### config.mk
export PLATFORM = sky130hd
export DESIGN_NAME = unified_mem_arbiter
export DESIGN_NICKNAME = d
export VERILOG_FILES = /design/src/rtl/mem_arb_pkg.sv /design/src/rtl/mem_arb_sel.sv /design/src/rtl/unified_mem_arbiter.sv
export SDC_FILE = /design/constraint.sdc
export NUM_CORES = 1
export LEC_CHECK = 0
export CAP_MARGIN = 20
export CELL_PAD_IN_SITES_DETAIL_PLACEMENT = 0
export CELL_PAD_IN_SITES_GLOBAL_PLACEMENT = 1
export CORE_ASPECT_RATIO = 0.7
export CORE_UTILIZATION = 31
export CTS_CLUSTER_DIAMETER = 30
export DETAILED_ROUTE_END_ITERATION = 8
export PLACE_DENSITY = 0.87
export SKIP_LAST_GASP = 1
export SLEW_MARGIN = 20
export SYNTH_ARGS = -nofsm -noshare
export SYNTH_HDL_FRONTEND = slang
export SYNTH_SLANG_ARGS = --single-unit
### constraint.sdc
create_clock -name clk -period 2.25 [get_ports clk]
set_clock_uncertainty 0.1 [all_clocks]
set_input_delay 0.45 -clock clk [delete_from_list [all_inputs] [get_ports clk]]
set_output_delay 0.45 -clock clk [all_outputs]
set_load 0.1 [all_outputs]
### src/rtl/mem_arb_pkg.sv
// Shared types and helpers for the unified instruction/data memory arbiter.
package mem_arb_pkg;

   typedef enum logic [1:0] {
      IDLE  = 2'd0,
      ISSUE = 2'd1,
      WAIT  = 2'd2,
      DONE  = 2'd3
   } arb_state_t;

   typedef enum logic {
      GNT_IF = 1'b0,
      GNT_D  = 1'b1
   } arb_gnt_t;

   // Width able to hold 0..max_val; never narrower than one bit.
   function automatic int cnt_width(input int max_val);
      if (max_val > 0) begin
         return $clog2(max_val + 1);
      end else begin
         return 1;
      end
   endfunction

endpackage

### src/rtl/mem_arb_sel.sv
// Winner selection between fetch and data requests, with the starvation
// counter that forces a fetch grant after too many consecutive data wins.
module mem_arb_sel
   import mem_arb_pkg::*;
#(
   parameter int STARVE_LIMIT = 2
) (
   input  logic     clk,
   input  logic     reset,
   input  logic     if_req,
   input  logic     d_req,
   input  logic     arb_en,
   output arb_gnt_t gnt
);

   localparam int            CW      = cnt_width(STARVE_LIMIT);
   localparam logic [CW-1:0] LIMIT_C = CW'(STARVE_LIMIT);

   logic [CW-1:0] starve_q;
   logic [CW-1:0] starve_d;
   logic          force_if_s;

   // Pick the winner and work out the next starvation count.
   always_comb begin
      force_if_s = (STARVE_LIMIT != 0) && (starve_q == LIMIT_C);
      gnt        = GNT_IF;
      starve_d   = starve_q;
      if (d_req && !(if_req && force_if_s)) begin
         gnt = GNT_D;
      end else begin
         gnt = GNT_IF;
      end
      if (arb_en) begin
         if (gnt == GNT_IF) begin
            starve_d = {CW{1'b0}};
         end else if (if_req && (starve_q != LIMIT_C)) begin
            starve_d = starve_q + {{(CW-1){1'b0}}, 1'b1};
         end else begin
            starve_d = starve_q;
         end
      end else begin
         starve_d = starve_q;
      end
   end

   // Starvation counter register.
   always_ff @(posedge clk) begin
      if (reset) begin
         starve_q <= {CW{1'b0}};
      end else begin
         starve_q <= starve_d;
      end
   end

endmodule

### src/rtl/unified_mem_arbiter.sv
// Shares one single-port fixed-latency memory between the fetch port and the
// load/store port: one transaction at a time, IDLE -> ISSUE -> WAIT -> DONE.
module unified_mem_arbiter
   import mem_arb_pkg::*;
#(
   parameter int ADDR_WIDTH   = 10,
   parameter int DATA_WIDTH   = 32,
   parameter int MEM_LATENCY  = 1,
   parameter int STARVE_LIMIT = 2
) (
   input  logic                    clk,
   input  logic                    reset,
   input  logic                    if_req,
   input  logic [ADDR_WIDTH-1:0]   if_addr,
   output logic                    if_ack,
   output logic [DATA_WIDTH-1:0]   if_rdata,
   input  logic                    d_req,
   input  logic                    d_we,
   input  logic [DATA_WIDTH/8-1:0] d_be,
   input  logic [ADDR_WIDTH-1:0]   d_addr,
   input  logic [DATA_WIDTH-1:0]   d_wdata,
   output logic                    d_ack,
   output logic [DATA_WIDTH-1:0]   d_rdata,
   output logic                    mem_en,
   output logic                    mem_we,
   output logic [DATA_WIDTH/8-1:0] mem_be,
   output logic [ADDR_WIDTH-1:0]   mem_addr,
   output logic [DATA_WIDTH-1:0]   mem_wdata,
   input  logic [DATA_WIDTH-1:0]   mem_rdata,
   output logic                    busy
);

   localparam int            BE_W       = DATA_WIDTH / 8;
   localparam int            LW         = (MEM_LATENCY > 1) ? $clog2(MEM_LATENCY) : 1;
   localparam logic [LW-1:0] LAT_INIT_C = LW'(MEM_LATENCY - 1);

   arb_state_t            state_q, state_d;
   arb_gnt_t              gnt_q, gnt_d;
   arb_gnt_t              gnt_s;
   logic                  arb_en_s;
   logic [LW-1:0]         lat_q, lat_d;
   logic [ADDR_WIDTH-1:0] addr_q, addr_d;
   logic                  we_q, we_d;
   logic [BE_W-1:0]       be_q, be_d;
   logic [DATA_WIDTH-1:0] wdata_q, wdata_d;
   logic [DATA_WIDTH-1:0] if_rdata_q, if_rdata_d;
   logic [DATA_WIDTH-1:0] d_rdata_q, d_rdata_d;

   assign arb_en_s = (state_q == IDLE) && (if_req || d_req);

   mem_arb_sel #(
      .STARVE_LIMIT (STARVE_LIMIT)
   ) u_sel (
      .clk    (clk),
      .reset  (reset),
      .if_req (if_req),
      .d_req  (d_req),
      .arb_en (arb_en_s),
      .gnt    (gnt_s)
   );

   // Next-state, request latch and read-data capture.
   always_comb begin
      state_d    = state_q;
      gnt_d      = gnt_q;
      lat_d      = lat_q;
      addr_d     = addr_q;
      we_d       = we_q;
      be_d       = be_q;
      wdata_d    = wdata_q;
      if_rdata_d = if_rdata_q;
      d_rdata_d  = d_rdata_q;
      case (state_q)
         IDLE: begin
            if (arb_en_s) begin
               gnt_d   = gnt_s;
               state_d = ISSUE;
               if (gnt_s == GNT_D) begin
                  addr_d  = d_addr;
                  we_d    = d_we;
                  be_d    = d_be;
                  wdata_d = d_wdata;
               end else begin
                  // A fetch is always a plain read, whatever the data port shows.
                  addr_d  = if_addr;
                  we_d    = 1'b0;
                  be_d    = {BE_W{1'b0}};
                  wdata_d = {DATA_WIDTH{1'b0}};
               end
            end else begin
               state_d = IDLE;
            end
         end
         ISSUE: begin
            lat_d   = LAT_INIT_C;
            state_d = WAIT;
         end
         WAIT: begin
            if (lat_q == {LW{1'b0}}) begin
               state_d = DONE;
               if (gnt_q == GNT_IF) begin
                  if_rdata_d = mem_rdata;
               end else if (!we_q) begin
                  d_rdata_d = mem_rdata;
               end else begin
                  d_rdata_d = d_rdata_q;
               end
            end else begin
               lat_d = lat_q - {{(LW-1){1'b0}}, 1'b1};
            end
         end
         DONE: begin
            state_d = IDLE;
         end
         default: begin
            state_d = IDLE;
         end
      endcase
   end

   // State, latch and read-data registers.
   always_ff @(posedge clk) begin
      if (reset) begin
         state_q    <= IDLE;
         gnt_q      <= GNT_IF;
         lat_q      <= {LW{1'b0}};
         addr_q     <= {ADDR_WIDTH{1'b0}};
         we_q       <= 1'b0;
         be_q       <= {BE_W{1'b0}};
         wdata_q    <= {DATA_WIDTH{1'b0}};
         if_rdata_q <= {DATA_WIDTH{1'b0}};
         d_rdata_q  <= {DATA_WIDTH{1'b0}};
      end else begin
         state_q    <= state_d;
         gnt_q      <= gnt_d;
         lat_q      <= lat_d;
         addr_q     <= addr_d;
         we_q       <= we_d;
         be_q       <= be_d;
         wdata_q    <= wdata_d;
         if_rdata_q <= if_rdata_d;
         d_rdata_q  <= d_rdata_d;
      end
   end

   // Memory fields are gated so the bus reads all-zero outside ISSUE.
   assign mem_en    = (state_q == ISSUE);
   assign mem_we    = mem_en & we_q;
   assign mem_be    = mem_en ? be_q    : {BE_W{1'b0}};
   assign mem_addr  = mem_en ? addr_q  : {ADDR_WIDTH{1'b0}};
   assign mem_wdata = mem_en ? wdata_q : {DATA_WIDTH{1'b0}};
   assign if_ack    = (state_q == DONE) && (gnt_q == GNT_IF);
   assign d_ack     = (state_q == DONE) && (gnt_q == GNT_D);
   assign if_rdata  = if_rdata_q;
   assign d_rdata   = d_rdata_q;
   assign busy      = (state_q != IDLE);

endmodule

==> results.cfg <==
[outcome]
status = finished clean

[placement]
place_ws_ns = 0.167
gp_congestion = 0.812
dp_hpwl_um = 9750
place_area_um2 = 7100
port_buffers = 207

[worst_setup_path]
max_stage_delay_ns = 0.32
cp_slowest_cell = dfxtp_1
start_kind = flop
endpoint_kind = output port
worstPathArrival_ns = 1.61
cp_cell_sequence = inv_1 -> ha_4 -> buf_6 -> and2_2 -> buf_12
required_ns = 1.70
setup.worst_path.class = flop to output port
worstPathMaxFanout = 12

[clock_tree]
hold_buffers = 0
cts_tree = yes
cts_buffers = 17
root_buffer = clkbuf_16
cts_sinks = 116
cts_htree_levels = 4
clock_path_buffers = 2
clkTransAtPathRegs_ns = 0.05
ctsResizeCount = 0
clock_latency_ns = 0.40

[detailed_routing]
drc = 0
drt-vias-per-instance = 4.62
firstDrtPassIters = 4
num_vias = 4187
wl_um = 13800
routedWlPerCell_um = 15.3
drt-initial-drc-count = 184
postRouteAntennaNets = 0

[yosys]
synthArstFlopShare = 0
ys_seq_area_frac = 0.530
ys_top_cells_by_area = dfxtp_1 53%, nand2_1 12%, a21oi_1 8.7%
synth_top_area_frac = 0.530
synthesis.nets = 603
syn_area_um2 = 4380
ys_warn_count = 0
synth_area_per_cell_um2 = 8.69
synth_edf_count = 0
synth-seq-cells = 116
netlist_instances = 504
synth_ff_type = dfxtp_1
synth.distinct_cells = 27
yosysTopAreaCell = dfxtp_1

[timing]
hold_viol = 0
report.final.slew_viol_count = 0
period_share = 0.958
slew_headroom = 0.666
worst_slew_pin_slew_ns = 0.502
worst_slack_ns = 0.0935
min_period_ns = 2.16
timing.fmax_ghz = 0.464
rsz0062_at_grt = false
setup_viol_count_final = 0

[floorplan]
num_io_pins = 208
start_util = 0.325
die_area_um2 = 14600
core_area_um2 = 13500
die_w_um = 144
die_h_um = 101
row_count = 35

[min_path]
min_path_type = flop to flop

[finish]
fin_area_um2 = 7760
multi_input_area_um2 = 1970
area_growth_pct = 77.2
finalNetCount = 809
drive_above_1_share = 0.296
regArea_um2 = 2320
fillerInstances = 1176
n_antenna_cell = 0

[global_route]
grt_first_pass_wirelength_um = 21400
antenna_found_initial = 0
overflow = 0
grtUsageTotal = 0.192
grt_max_degree = 49
grt_pass1_vias = 4089

[power_and_ir_drop]
ir_drop_mv = 0.503
p_leak_nw = 3.09
cellPowerDensity_nw_per_um2 = 788

[job]
maxCapViolCount = 0
==> final cells by class <==
cell class / instances / share of cell area
multi-input cells: 346 / 0.254
flip-flops and latches: 116 / 0.299
clock buffers: 23 / 0.0616
repair buffers: 225 / 0.337
clock inverters: 8 / 0.0161
inverters: 4 / 0.00193
well taps: 185 / 0.0298
==> path summary, 6_finish.rpt <==
check	from	to	slack (ns)	depth (start not counted)
worst min-delay path	d_rdata[30]$_SDFFE_PP0P_	d_rdata[30]$_SDFFE_PP0P_	0.35	2
worst max register to register	state_q[0]$_SDFF_PP0_	wdata_q[14]$_SDFFE_PP0P_	0.52	6
worst min register to register	d_rdata[30]$_SDFFE_PP0P_	d_rdata[30]$_SDFFE_PP0P_	0.35	2
worst max-delay path	state_q[1]$_SDFF_PP0_	mem_addr[6]	0.09	5
==> registers in the layout (all words and copies together), names as in the netlist <==
name / cells
be_q: 4
gnt_q: 1
state_q: 2
addr_q: 10
u_sel.starve_q: 2
d_rdata: 32
if_rdata: 32
we_q: 1
wdata_q: 32
==> routing by layer <==
metal  part of all wire  GRT usage  vias to the layer above  routed length, µm
met5                  0          0                        -                  0
met4             0.0063     0.0417                        0                 87
met3              0.095     0.0809                        8               1320
met2               0.46      0.308                      159               6340
met1               0.44      0.241                     1933               6110
li1                   -          -                     2087                  -
==> critical path: cells and delay by family (launching register included) <==
family / cells / cell delay (ns)
DFF: 1 / 0.32
and+or+nand+nor: 1 / 0.19
buffers and inverters: 3 / 0.49
adders and majority gates: 1 / 0.20
==> metrics by stage <==
| step | utilization | std cells | hold slack, ns | power (mW) | TNS, ns |
|---|---|---|---|---|---|
| floorplan | - | 504 | 0.334 | 2.92 | -0.123 |
| global placement | 0.526 | 873 | 0.342 | 3.36 | 0 |
| detailed placement | 0.526 | 873 | 0.347 | 3.38 | 0 |
| CTS | 0.575 | 907 | 0.354 | 6.17 | 0 |
| global route | 0.575 | 907 | 0.373 | 6.34 | 0 |
| finish | 0.575 | 907 | 0.353 | 6.11 | 0 |
==> kinds of logic (layout without fill, tap and decap cells) <==
logic type | after synthesis | after routing | synth area share
compound gates | 128 | 128 | 0.187
fa+ha+maj | 6 | 6 | 0.0171
simple gates | 211 | 211 | 0.219
flops | 116 | 116 | 0.530
buf+inv | 42 | 260 | 0.0446
mux | 1 | 1 | 0.00229
==> what timing repair did <==
action | 4_1_cts | 5_1_grt
setup endpoints to repair | 47 | 0
setup buffers | 3 | 0
endpoints found under the hold margin | 0 | 0
==> cell usage in the layout (no fill, tap or decap), types with 5 or more instances in the layout <==
cell             instances
a22o_1                  37
buf_12                  54
nor2_1                  12
and2_4                  29
a211oi_1                10
buf_4                   77
clkbuf_16               17
a21oi_1                 76
ha_1                     5
clkdlybuf4s50_1         91
dfxtp_1                116
nand2_1                141
and2_2                  18
==> report_power, final <==
| part | switching (mW) | internal [mW] |
|---|---|---|
| combinational | 0.686 | 0.482 |
| sequential | 0.0577 | 2.15 |
| clock | 0.913 | 1.82 |
==> cells in the mapped netlist, types with 2 or more instances <==
library cell,count
buf_2,12
and2_1,48
a22o_1,37
clkbuf_1,21
inv_1,4
dfxtp_1,116
or4b_1,2
nor2_1,12
a211oi_1,10
nand2_1,141
a21oi_1,76
nor2b_1,2
ha_1,6
buf_1,2
buf_6,3
No activity file was read; power rests on OpenSTA's default activity.
